File: src/rtl/lock_pkg.sv
// Shared types and sizing helpers for the combination-lock sequencer.
package lock_pkg;

  localparam int FAIL_W = 3;

  typedef enum logic [2:0] {
    ST_CLEAR   = 3'd0,
    ST_ENTRY   = 3'd1,
    ST_CHECK   = 3'd2,
    ST_OPEN    = 3'd3,
    ST_LOCKOUT = 3'd4
  } state_t;

  // Wide enough to hold the larger of the two timer loads (max - 1).
  function automatic int timer_width(input int a, input int b);
    int m;
    m = (a > b) ? a : b;
    return (m < 2) ? 1 : $clog2(m);
  endfunction

endpackage

File: src/rtl/lock_timer.sv
// Down-counter shared by the OPEN and LOCKOUT states; parks at zero rather than wrapping.
module lock_timer #(
  parameter int W = 4
) (
  input  logic         hwclk,
  input  logic         reset,
  input  logic         load,
  input  logic [W-1:0] load_value,
  output logic         zero
);

  logic [W-1:0] count;

  always_ff @(posedge hwclk) begin
    if (reset)
      count <= '0;
    else if (load)
      count <= load_value;
    else if (count != '0)
      count <= count - 1'b1;
  end

  assign zero = (count == '0);

endmodule

File: src/rtl/lock_controller.sv
// Combination-lock sequencer behind the keypad accumulator.
// Define LOCK_PROGRAM_EN to allow re-programming the code while unlocked.
module lock_controller
  import lock_pkg::*;
#(
  parameter logic [31:0] CODE_DEFAULT   = 32'd1234,
  parameter int          MAX_TRIES      = 3,
  parameter int          UNLOCK_CYCLES  = 24000000,
  parameter int          LOCKOUT_CYCLES = 120000000
) (
  input  logic              hwclk,
  input  logic              reset,
  input  logic [31:0]       typed,
  input  logic              enter,
  input  logic              lock_req,
  output logic              entry_enable,
  output logic              unlocked,
  output logic              lockout,
  output logic [FAIL_W-1:0] fail_count,
  output logic [2:0]        state_dbg
);

  localparam int TW = timer_width(UNLOCK_CYCLES, LOCKOUT_CYCLES);
  localparam logic [TW-1:0] UNLOCK_LOAD  = TW'(UNLOCK_CYCLES - 1);
  localparam logic [TW-1:0] LOCKOUT_LOAD = TW'(LOCKOUT_CYCLES - 1);

  state_t        state;
  logic          enter_q;
  logic          lock_q;
  logic          enter_rise;
  logic          lock_rise;
  logic [31:0]   code_reg;
  logic          code_match;
  logic          last_try;
  logic          prog_load;
  logic          open_enable;
  logic          timer_load;
  logic [TW-1:0] timer_value;
  logic          timer_zero;

  assign enter_rise = enter & ~enter_q;
  assign lock_rise  = lock_req & ~lock_q;
  // An empty entry never matches, even if the stored code were somehow zero.
  assign code_match = (typed == code_reg) && (typed != 32'd0);
  assign last_try   = (int'(fail_count) + 1) == MAX_TRIES;

`ifdef LOCK_PROGRAM_EN
  logic [31:0] code_q;
  assign code_reg    = code_q;
  assign open_enable = 1'b1;
  // Re-lock wins over programming when both edges land together.
  assign prog_load   = (state == ST_OPEN) && enter_rise && (typed != 32'd0) && !lock_rise;

  always_ff @(posedge hwclk) begin
    if (reset)
      code_q <= CODE_DEFAULT;
    else if (prog_load)
      code_q <= typed;
  end
`else
  assign code_reg    = CODE_DEFAULT;
  assign open_enable = 1'b0;
  assign prog_load   = 1'b0;
`endif

  // NOTE: every output of a combinational block gets a default first so no latch is inferred.
  always_comb begin
    timer_load  = 1'b0;
    timer_value = UNLOCK_LOAD;
    if (state == ST_CHECK) begin
      timer_load  = code_match || last_try;
      timer_value = code_match ? UNLOCK_LOAD : LOCKOUT_LOAD;
    end else if (prog_load) begin
      timer_load  = 1'b1;
    end
  end

  lock_timer #(.W(TW)) u_timer (
    .hwclk      (hwclk),
    .reset      (reset),
    .load       (timer_load),
    .load_value (timer_value),
    .zero       (timer_zero)
  );

  // NOTE: sequential state uses non-blocking assignments so every register sees pre-edge values.
  always_ff @(posedge hwclk) begin
    if (reset) begin
      state        <= ST_CLEAR;
      enter_q      <= 1'b0;
      lock_q       <= 1'b0;
      entry_enable <= 1'b0;
      unlocked     <= 1'b0;
      lockout      <= 1'b0;
      fail_count   <= '0;
    end else begin
      enter_q <= enter;
      lock_q  <= lock_req;
      unique case (state)
        ST_CLEAR: begin
          state        <= ST_ENTRY;
          entry_enable <= 1'b1;
        end
        ST_ENTRY: begin
          if (enter_rise)
            state <= ST_CHECK;
        end
        ST_CHECK: begin
          if (code_match) begin
            state        <= ST_OPEN;
            unlocked     <= 1'b1;
            fail_count   <= '0;
            entry_enable <= open_enable;
          end else if (last_try) begin
            state        <= ST_LOCKOUT;
            lockout      <= 1'b1;
            fail_count   <= FAIL_W'(MAX_TRIES);
            entry_enable <= 1'b0;
          end else begin
            state        <= ST_CLEAR;
            fail_count   <= fail_count + 1'b1;
            entry_enable <= 1'b0;
          end
        end
        ST_OPEN: begin
          if (lock_rise || (timer_zero && !prog_load)) begin
            state        <= ST_CLEAR;
            unlocked     <= 1'b0;
            entry_enable <= 1'b0;
          end else begin
            // A freshly programmed code clears the accumulator for one cycle.
            entry_enable <= open_enable && !prog_load;
          end
        end
        ST_LOCKOUT: begin
          if (timer_zero) begin
            state      <= ST_CLEAR;
            lockout    <= 1'b0;
            fail_count <= '0;
          end
        end
        default: begin
          state        <= ST_CLEAR;
          entry_enable <= 1'b0;
          unlocked     <= 1'b0;
          lockout      <= 1'b0;
        end
      endcase
    end
  end

  assign state_dbg = state;

endmodule

File: config.mk
export PLATFORM = sky130hd
export DESIGN_NAME = lock_controller
export DESIGN_NICKNAME = d
export VERILOG_FILES = /design/src/rtl/lock_pkg.sv /design/src/rtl/lock_timer.sv /design/src/rtl/lock_controller.sv
export SDC_FILE = /design/constraint.sdc
export NUM_CORES = 1
export LEC_CHECK = 0
export CORE_MARGIN = 2
export CORE_UTILIZATION = 45
export CTS_CLUSTER_SIZE = 8
export DETAILED_ROUTE_END_ITERATION = 8
export GPL_TIMING_DRIVEN = 1
export PLACE_DENSITY = 0.72
export SYNTH_ARGS = -nofsm -noshare
export SYNTH_HDL_FRONTEND = slang
export SYNTH_SLANG_ARGS = --single-unit
File: constraint.sdc
create_clock -name hwclk -period 2.5 [get_ports hwclk]
set_input_delay 0.5 -clock hwclk [delete_from_list [all_inputs] [get_ports hwclk]]
set_output_delay 0.5 -clock hwclk [all_outputs]
set_load 0.01 [all_outputs]
==> results of run 1 <==
[worst min-delay path by stage]
| stage | start | endpoint | slack (ns) |
|---|---|---|---|
| 2_1_floorplan | u_timer.count[26] | u_timer.count[26] | 0.45 |
| 3_3_place_gp | u_timer.count[26] | u_timer.count[26] | 0.46 |
| 3_5_place_dp | u_timer.count[26] | u_timer.count[26] | 0.48 |
| 4_1_cts | u_timer.count[26] | u_timer.count[26] | 0.49 |
| 5_1_grt | u_timer.count[26] | u_timer.count[26] | 0.53 |
| 6_report | u_timer.count[26] | u_timer.count[26] | 0.50 |
[cell families (layout without fill, tap and decap cells)]
group | Yosys count | after routing | share of synthesized area, %
buf+inv | 22 | 75 | 5.13
flops | 38 | 38 | 35.5
xor+xnor | 7 | 7 | 2.86
compound gates | 68 | 68 | 21.4
mux | 3 | 3 | 1.40
fa+ha+maj | 4 | 4 | 2.22
simple gates | 104 | 104 | 31.5
[layer usage]
| layer | vias to the layer above | routed length, µm | global-route usage, % |
|---|---|---|---|
| li1 | 1053 | - | - |
| met1 | 959 | 2290 | 26.7 |
| met2 | 56 | 2460 | 34.6 |
| met3 | 5 | 259 | 5.94 |
| met4 | 0 | 53 | 5.35 |
| met5 | - | 0 | 0 |
[layout make-up]
| type | instances | area (µm²) | area share [%] |
|---|---|---|---|
| sequential | 38 | 761 | 26.9 |
| clock buffer | 6 | 82.6 | 2.92 |
| inverter | 10 | 37.5 | 1.33 |
| clock inverter | 2 | 60.1 | 2.13 |
| timing repair buffer | 57 | 538 | 19.0 |
| tap | 54 | 67.6 | 2.39 |
| multi-input combinational | 186 | 1280 | 45.3 |
[what timing repair did]
item | in CTS | in global routing
endpoints found under the setup margin | 0 | 9
resized for setup | 0 | 1
buffers inserted | 0 | 0
hold buffers | 0 | 0
[where the power goes]
| part | switching, mW | total [mW] | internal [mW] |
|---|---|---|---|
| Sequential | 0.155 | 0.910 | 0.756 |
| Combinational | 0.972 | 1.75 | 0.779 |
| Clock | 0.223 | 0.648 | 0.426 |
| Total | 1.35 | 3.31 | 1.96 |
[per-stage QoR]
stage	hold slack, ns	util [%]	setup TNS, ns	std cells
global route	0.525	60.6	0	353
detailed placement	0.477	57.5	-0.0839	345
finish	0.495	60.6	0	353
floorplan	0.449	-	0	246
global placement	0.458	57.5	0	345
CTS	0.490	60.5	0	353
[worst max-delay path: stages, from the launching register on]
cell and delay [ns]:
dfxtp_1 0.35, or4_4 0.59, or4_4 0.51, nor3_4 0.36, xnor2_1 0.18, a21oi_2 0.07
[registers in the layout, summed over array words and instances, names as in the netlist]
| name | flops |
|---|---|
| state_dbg | 3 |
| u_timer.count | 27 |
| lockout | 1 |
| fail_count | 3 |
| entry_enable | 1 |
| lock_q | 1 |
| unlocked | 1 |
| enter_q | 1 |
[cells in the final DEF, fill, tap and decap left out, types with 4 or more instances in the layout]
| master | synthesis | routed |
|---|---|---|
| o21ai_1 | 5 | 5 |
| or3_1 | 10 | 10 |
| nand2_1 | 14 | 14 |
| o21ai_0 | 6 | 6 |
| a31oi_1 | 10 | 10 |
| nor4_1 | 9 | 9 |
| nor3_1 | 15 | 15 |
| xnor2_1 | 6 | 6 |
| nor2_1 | 13 | 13 |
| buf_4 | 1 | 13 |
| inv_1 | 10 | 10 |
| clkdlybuf4s50_1 | 0 | 44 |
| nand3_1 | 8 | 8 |
| a21oi_1 | 18 | 17 |
| clkbuf_8 | 0 | 6 |
| nor2b_1 | 4 | 4 |
| or4_1 | 5 | 5 |
| and4b_1 | 4 | 4 |
| dfxtp_1 | 38 | 38 |
==> results.py, run 1 <==
metrics = {
    "clocking": {
        "numCtsBuffers": 5,
        "clkSlewWorstSetupHoldPaths_ns": 0.08,
        "largest_buffer_count_on_any_clock_path": 2,
        "clock_tree_from_tritoncts": "yes",
        "clock_latency_ns": 0.29,
        "cts_sinks": 38,
        "cts.root.buffer_cell": "clkbuf_8",
        "htree_num_levels": 2,
    },
    "global_routing": {
        "grt_remaining_overflow": 0,
        "combined_global_route_utilization_of_all_metal_layers_pct": 20.9,
        "grt_first_pass_wirelength_mm": 8.76,
        "antenna_found_initial": 0,
        "grt_max_degree": 16,
        "first_global_vias": 1959,
    },
    "synthesis": {
        "synth.avg_cell_area_um2": 8.72,
        "ys_top_cells_by_area": "dfxtp_1 35%, a21oi_1 4.2%, nor3_1 3.5%, a31oi_1 2.9%, or3_1 2.9%",
        "synth_top_cell_by_area": "dfxtp_1",
        "syn-instance-count": 246,
        "postSynthRegisterBits": 38,
        "async_reset_ff_share_pct": 0,
        "most_common_flop_cell_mapped_by_yosys": "dfxtp_1",
        "synthesis.yosys.warnings": 0,
        "ys_top_cells_by_count": "38 x dfxtp_1, 18 x a21oi_1, 15 x nor3_1",
        "post_synth_edffs": 0,
        "synth_sequential_area_ratio_pct": 35.5,
        "synth.cell_area_mm2": 0.00215,
        "netlist-cell-type-count": 60,
        "synth_nets": 285,
        "area_share_of_the_leading_cell_type_in_the_synthesized_netlist_pct": 35.5,
        "synth_most_common_cell": "dfxtp_1",
    },
    "die": {
        "floorplan.initialDensity_pct": 46.0,
        "die_h_um": 73.1,
        "fp.dieArea_mm2": 0.00534,
        "design.portCount": 45,
        "fp.coreArea_mm2": 0.00466,
        "floorplan.die.width_um": 73.1,
        "core.rowCount": 25,
    },
    "timing": {
        "finalCriticalPeriod_ns": 2.19,
        "final_max_slew_viol_count": 0,
        "hold_violations": 0,
        "relSlewSlack_pct": 59.6,
        "setup_viol": 0,
        "fmax_ghz": 0.456,
        "worst_clk_skew_ns": 0.00932,
        "setup_repair_after_global_routing_missed_its_margin": "false",
        "period_utilization_pct": 87.7,
        "layout_setup_ws_ns": 0.306,
        "worst_slew_pin_slew_ns": 0.606,
    },
    "finish": {
        "diodes": 0,
        "finalInstanceArea_mm2": 0.00283,
        "fill_cells": 407,
        "final_layout_size_suffix_gt1_share_pct": 12.0,
        "nNetsFinal": 337,
        "layout-area-overhead-vs-synth_pct": 31.7,
    },
    "worst_setup_path": {
        "cp-end-kind": "register",
        "cp-endpoint": "u_timer.count[0]",
        "timing.reg2reg.setup_slack_ns": 0.31,
        "reg2reg_from": "u_timer.count[18]",
        "regToRegEndpoint": "u_timer.count[0]",
        "startpoint": "u_timer.count[18]",
        "setup.worst_path.class": "reg2reg",
        "worst_ep_required_time_ns": 2.66,
        "worstPathMaxFanout": 7,
        "timing.critical_path.from_type": "register",
        "cp_data_arrival_time_ns": 2.35,
        "rr_worst_depth": 5,
    },
    "drt": {
        "via_count": 2073,
        "detail_route.first_pass.iterations": 4,
        "route.detailed.wl_per_inst_um": 14.3,
        "via_per_inst": 5.87,
        "detailedRoute.firstIterationViolations": 79,
        "antenna_violating_nets_post_route": 0,
        "postRouteWirelength_mm": 5.06,
        "drc": 0,
    },
    "placed_design": {
        "detail_placement_hpwl_mm": 3.86,
        "dpl_worst_slack_ns": -0.0220,
        "gp_congestion": 0.796,
        "buffer_ports.inserted": 44,
        "detailed_place.area_mm2": 0.00268,
    },
    "run": {
        "max_cap_viol_count": 0,
    },
    "worst_hold_path": {
        "worst_hold_path.num_cells": 2,
        "holdCritPathClass": "reg2reg",
    },
    "pwr": {
        "power_leakage_nw": 1.04,
        "irDropWorstVdd_mv": 0.571,
        "p_total_mw": 3.31,
        "power-per-cell-area_mw_per_mm2": 1170,
    },
    "outcome": {
        "run_status": "finished, final reports clean",
    },
}
No activity file was read; power rests on OpenSTA's default activity.
==> run 2: changes to the inputs <==
==> constraint.sdc (replaced) <==
create_clock -name hwclk -period 2.5 [get_ports hwclk]
set_input_delay 0.375 -clock hwclk [delete_from_list [all_inputs] [get_ports hwclk]]
set_output_delay 0.375 -clock hwclk [all_outputs]
set_load 0.1 [all_outputs]
==> run 2 against run 1 <==
  * Utilization down 0.81 points
  * Global-route usage about the same
  * Worst setup slack worse by 0.0081 ns
  * Combinational power about the same
  * Clock-buffer cell count unchanged
  * Critical path depth unchanged
  * Die area unchanged
==> results.py, run 2 (synthesis gave the netlist of run 1 again) <==
metrics = {
    "finish": {
        "diodes": 0,
        "seqCellArea_um2": 761,
        "finished_layout_cells": 351,
        "largest_register": "u_timer.count",
        "mostFrequentLayoutCell": "dfxtp_1",
        "largest_register_ff_count": 27,
        "fill_cells": 426,
        "nNetsFinal": 335,
        "multiInputGateArea_mm2": 0.00128,
        "layout.core_utilization_pct": 59.8,
        "layout-area-overhead-vs-synth_pct": 29.9,
        "commonest_cells_after_routing_fill_and_taps_aside": "38 x dfxtp_1, 35 x clkdlybuf4s50_1, 20 x buf_4, 17 x a21oi_1, 15 x nor3_1",
        "finalInstanceArea_mm2": 0.00279,
        "final_layout_size_suffix_gt1_share_pct": 14.5,
    },
    "pwr": {
        "power-per-cell-area_mw_per_mm2": 1190,
        "clock_power_share_pct": 19.6,
        "p_total_mw": 3.33,
        "pwr-share-comb_pct": 52.9,
        "total_switching_power_mw": 1.39,
        "sequentialPowerShare_pct": 27.5,
        "irDropWorstVdd_mv": 0.402,
        "power_leakage_nw": 1.04,
        "switching_share_pct": 41.9,
        "cell_internal_power_dissipation_mw": 1.93,
    },
    "run": {
        "max_cap_viol_count": 0,
    },
    "placed_design": {
        "gp_congestion": 0.830,
        "place.detailed.instances": 343,
        "detailed_place.area_mm2": 0.00264,
        "detail_placement_hpwl_mm": 3.89,
        "buffer_ports.inserted": 44,
    },
    "global_routing": {
        "combined_global_route_utilization_of_all_metal_layers_pct": 20.9,
        "first_global_vias": 1954,
        "grt_max_degree": 15,
        "grt_first_pass_wirelength_mm": 8.73,
        "grt_remaining_overflow": 0,
        "antenna_found_initial": 0,
    },
    "drt": {
        "drc": 0,
        "detailedRoute.firstIterationViolations": 139,
        "postRouteWirelength_mm": 5.13,
        "via_per_inst": 5.84,
        "route.detailed.wl_per_inst_um": 14.6,
        "detail_route.first_pass.iterations": 4,
        "via_count": 2051,
        "antenna_violating_nets_post_route": 0,
    },
    "worst_hold_path": {
        "hold-path-endpoint": "u_timer.count[26]",
        "hold_path.startpoint": "u_timer.count[26]",
        "holdCritPathClass": "reg2reg",
        "worst_hold_path.num_cells": 2,
    },
    "die": {
        "floorplan.die.width_um": 73.1,
        "core.rowCount": 25,
        "floorplan.initialDensity_pct": 46.0,
        "fp.coreArea_mm2": 0.00466,
        "design.portCount": 45,
        "die_h_um": 73.1,
        "fp.dieArea_mm2": 0.00534,
    },
    "timing": {
        "hold_violations": 0,
        "worst_clk_skew_ns": 0.00474,
        "setup_repair_after_global_routing_missed_its_margin": "false",
        "relSlewSlack_pct": 58.2,
        "period_utilization_pct": 88.1,
        "final_max_slew_viol_count": 0,
        "setup_viol": 0,
        "finalCriticalPeriod_ns": 2.20,
        "fmax_ghz": 0.454,
        "worst_slew_pin_slew_ns": 0.627,
    },
    "worst_setup_path": {
        "reg2reg_from": "u_timer.count[7]",
        "cp_data_arrival_time_ns": 2.42,
        "setup.worst_path.class": "reg2reg",
        "worst_ep_required_time_ns": 2.72,
        "rr_worst_depth": 5,
        "worstPathMaxFanout": 7,
        "regToRegEndpoint": "u_timer.count[23]",
        "timing.critical_path.from_type": "register",
        "cp-end-kind": "register",
        "timing.reg2reg.setup_slack_ns": 0.30,
    },
    "clocking": {
        "numCtsBuffers": 5,
        "htree_num_levels": 2,
        "cts.root.buffer_cell": "clkbuf_8",
        "cts_sinks": 38,
        "post_cts_buffers": 0,
        "clkSlewWorstSetupHoldPaths_ns": 0.08,
        "clock_latency_ns": 0.30,
        "number_of_hold_repair_buffers_added_at_the_cts_stage": 0,
        "clock_tree_from_tritoncts": "yes",
        "largest_buffer_count_on_any_clock_path": 2,
    },
    "outcome": {
        "run_status": "finished, final reports clean",
    },
}
==> run 2: cell types whose count changed in the layout (fill, tap and decap cells not counted), sizes merged <==
cell | before | now
clkdlybuf4s50 | 44 | 35
buf | 13 | 20
==> run 2: worst max-delay path, stage by stage, from the launching register on <==
cell and delay, ns:
dfxtp_1 0.37, nor4_2 0.48, nand4b_1 0.20, or4_1 0.52, or3_1 0.34, a211oi_2 0.21
==> run 2: area by class of cell <==
type                    instances  area share (%)
clock inverters                 2            2.15
flip-flops and latches         38            27.3
multi-input cells             186            45.9
inverters                      10            1.35
clock buffers                   6            2.96
repair buffers                 55            18.0
well taps                      54            2.42
==> run 2: metrics by stage <==
step | setup slack [ns] | hold slack (ns) | TNS [ns]
final | 0.298 | 0.466 | 0
after global routing | 0.176 | 0.497 | 0
after CTS | 0.126 | 0.471 | 0
after detailed placement | -0.000881 | 0.459 | -0.000881
after global placement | 0.0952 | 0.455 | 0
after floorplan | 0.208 | 0.449 | 0
==> run 2: repair_timing <==
action / CTS / global route
endpoints found under the hold margin: 0 / 0
resized for setup: 0 / 1
endpoints found under the setup margin: 0 / 4
==> run 2: power by group through the flow <==
stage | Combinational [mW] | Clock (mW) | Sequential (mW)
after floorplan | 1.37 | 0 | 0.941
after global placement | 1.73 | 0 | 0.922
after detailed placement | 1.75 | 0 | 0.923
after CTS | 1.76 | 0.664 | 0.913
after global routing | 1.95 | 0.686 | 0.941
final | 1.76 | 0.652 | 0.916
==> run 2: worst max path at each step <==
stage	end	slack [ns]	startpoint
6_report	u_timer.count[23]	0.30	u_timer.count[7]
5_1_grt	u_timer.count[23]	0.18	u_timer.count[7]
4_1_cts	u_timer.count[4]	0.13	fail_count[0]
3_5_place_dp	u_timer.count[4]	-0.0009	typed[11]
3_3_place_gp	u_timer.count[7]	0.1	typed[11]
2_1_floorplan	u_timer.count[1]	0.21	fail_count[1]
==> run 2: layer usage <==
layer | vias up | global-route usage, % | part of all wire [%]
met1 | 928 | 26.8 | 46
met5 | - | 0 | 0
met3 | 9 | 4.83 | 5.5
met2 | 65 | 35.0 | 47
met4 | 0 | 5.97 | 1.2
li1 | 1049 | - | -
==> run 3: changes to the inputs <==
--- a/config.mk
+++ b/config.mk
@@ -5,12 +5,14 @@
 export SDC_FILE = /design/constraint.sdc
 export NUM_CORES = 1
 export LEC_CHECK = 0
+export CELL_PAD_IN_SITES_DETAIL_PLACEMENT = 0
+export CELL_PAD_IN_SITES_GLOBAL_PLACEMENT = 1
 export CORE_MARGIN = 2
-export CORE_UTILIZATION = 45
+export CORE_UTILIZATION = 38
 export CTS_CLUSTER_SIZE = 8
 export DETAILED_ROUTE_END_ITERATION = 8
 export GPL_TIMING_DRIVEN = 1
-export PLACE_DENSITY = 0.72
+export PLACE_DENSITY_LB_ADDON = 0.1
 export SYNTH_ARGS = -nofsm -noshare
 export SYNTH_HDL_FRONTEND = slang
 export SYNTH_SLANG_ARGS = --single-unit
==> run 3 against run 2 <==
  * Largest cell class unchanged
  * Critical path type unchanged
  * Non-clock buffer count rose by 4
  * Largest power group unchanged
  * Utilization fell by 9.1 points
  * Fmax rose by 0.15%
  * Highest routed layer unchanged
==> results.py, run 3 (synthesis gave the netlist of run 1 again) <==
metrics = {
    "timing": {
        "setup_repair_after_global_routing_missed_its_margin": "false",
        "fmax_ghz": 0.455,
        "worst_clk_skew_ns": 0.0119,
        "final_max_slew_viol_count": 0,
        "aggregate_negative_setup_slack_ns": 0,
        "worst_slew_pin_slew_ns": 0.684,
        "finalCriticalPeriod_ns": 2.20,
        "relSlewSlack_pct": 54.4,
        "period_utilization_pct": 87.9,
        "hold_violations": 0,
        "setup_viol": 0,
    },
    "worst_setup_path": {
        "cp-end-kind": "register",
        "worst_path_largest_cell_delay_ns": 0.59,
        "cpLargestDelayFamily": "simple AND/OR/NAND/NOR gates",
        "path_common_cell": "or4_4",
        "crit_path_cell_trace": "or4_4 -> or4_4 -> nor3_4 -> or3_1 -> a31oi_1",
        "cp_data_arrival_time_ns": 2.33,
        "cp.buffers_inverters": 0,
        "worstPathMaxFanout": 7,
        "worst_ep_required_time_ns": 2.63,
        "timing.critical_path.from_type": "register",
        "setup.worst_path.class": "reg2reg",
        "crit_path_top_delay_cell": "or4_4",
    },
    "global_routing": {
        "first_global_vias": 2038,
        "combined_global_route_utilization_of_all_metal_layers_pct": 19.1,
        "grt_first_pass_wirelength_mm": 9.52,
        "antenna_found_initial": 0,
        "grt_max_degree": 15,
        "grt_remaining_overflow": 0,
    },
    "drt": {
        "detail_route.first_pass.iterations": 4,
        "via_count": 2043,
        "drc": 0,
        "postRouteWirelength_mm": 5.43,
        "detailedRoute.firstIterationViolations": 114,
        "route.detailed.wl_per_inst_um": 14.6,
        "antenna_violating_nets_post_route": 0,
        "via_per_inst": 5.49,
    },
    "die": {
        "design.portCount": 45,
        "die_h_um": 79.1,
        "floorplan.initialDensity_pct": 39.2,
        "fp.dieArea_mm2": 0.00626,
        "floorplan.die.width_um": 79.1,
        "core.rowCount": 27,
        "fp.coreArea_mm2": 0.00547,
    },
    "finish": {
        "layout-area-overhead-vs-synth_pct": 29.4,
        "commonest_cells_after_routing_fill_and_taps_aside": "38 x dfxtp_1, 35 x clkdlybuf4s50_1, 24 x buf_4, 17 x a21oi_1, 15 x nor3_1",
        "nNetsFinal": 339,
        "diodes": 0,
        "mostFrequentLayoutCell": "dfxtp_1",
        "finalInstanceArea_mm2": 0.00278,
        "final_layout_size_suffix_gt1_share_pct": 15.3,
        "largest_register": "u_timer.count",
        "largest_register_ff_count": 27,
    },
    "pwr": {
        "power_leakage_nw": 1.04,
        "power-per-cell-area_mw_per_mm2": 1140,
        "irDropWorstVdd_mv": 0.606,
    },
    "clocking": {
        "clkSlewWorstSetupHoldPaths_ns": 0.08,
        "clock_tree_from_tritoncts": "yes",
        "number_of_hold_repair_buffers_added_at_the_cts_stage": 0,
        "numCtsBuffers": 5,
        "largest_buffer_count_on_any_clock_path": 2,
        "cts_sinks": 38,
        "cts.root.buffer_cell": "clkbuf_8",
        "htree_num_levels": 2,
        "clock_latency_ns": 0.29,
    },
    "placed_design": {
        "buffer_ports.inserted": 44,
        "detailed_place.area_mm2": 0.00269,
        "gp_congestion": 0.792,
        "detail_placement_hpwl_mm": 4.10,
    },
    "run": {
        "max_cap_viol_count": 0,
    },
    "outcome": {
        "run_status": "finished, final reports clean",
    },
    "worst_hold_path": {
        "holdCritPathClass": "reg2reg",
    },
}
run 3: cell types whose count changed in the layout (fill, tap and decap cells not counted), sizes merged:
cell	previous run	this run
clkbuf	6	5
clkinv	0	2
bufinv	2	0
buf	20	24
run 3: final timing paths:
kind | from | depth (start not counted) | slack (ns) | endpoint
worst max register to register | u_timer.count[18] | 5 | 0.30 | u_timer.count[10]
worst min-delay path | u_timer.count[26] | 2 | 0.48 | u_timer.count[26]
worst min register to register | u_timer.count[26] | 2 | 0.48 | u_timer.count[26]
worst max-delay path | u_timer.count[18] | 5 | 0.30 | u_timer.count[10]
run 3: final cells by class:
cell class,instances,area (µm²)
fill,558,2700
multi-input combinational,186,1280
sequential,38,761
timing repair buffer,59,531
tap,72,90.1
clock buffer,5,68.8
inverter,10,37.5
clock inverter,2,10.0
run 3: metrics by stage:
step	utilization, %	power [mW]	hold slack (ns)	cells	worst slack [ns]
4_1_cts	50.7	3.18	0.475	372	0.0357
2_1_floorplan	-	2.31	0.449	246	0.208
6_report	50.7	3.16	0.479	372	0.301
5_1_grt	50.7	3.42	0.485	372	0.189
3_5_place_dp	49.2	2.77	0.460	365	0.0471
3_3_place_gp	49.2	2.77	0.456	365	0.0456
run 3: power by group:
| group | internal, mW | switching, mW | leakage, nW |
|---|---|---|---|
| Sequential | 0.756 | 0.151 | 0.311 |
| Combinational | 0.799 | 1.06 | 0.683 |
| Clock | 0.187 | 0.212 | 0.0438 |
run 3: layer usage:
metal,part of all wire (%),global-route usage [%]
met1,47,24.8
met2,47,32.1
met3,5.3,3.98
met4,0.88,5.17
met5,0,0
run 3: worst min-delay path, cell delays in order (launching register included):
cell	delay, ns
dfxtp_1	0.32
o31ai_1	0.06
a21oi_1	0.06
run 3: repair_timing:
action                     in CTS  in global routing
buffers inserted                0                  0
setup endpoints to repair       0                 11
hold endpoints to repair        0                  0
gates resized for setup         0                  1
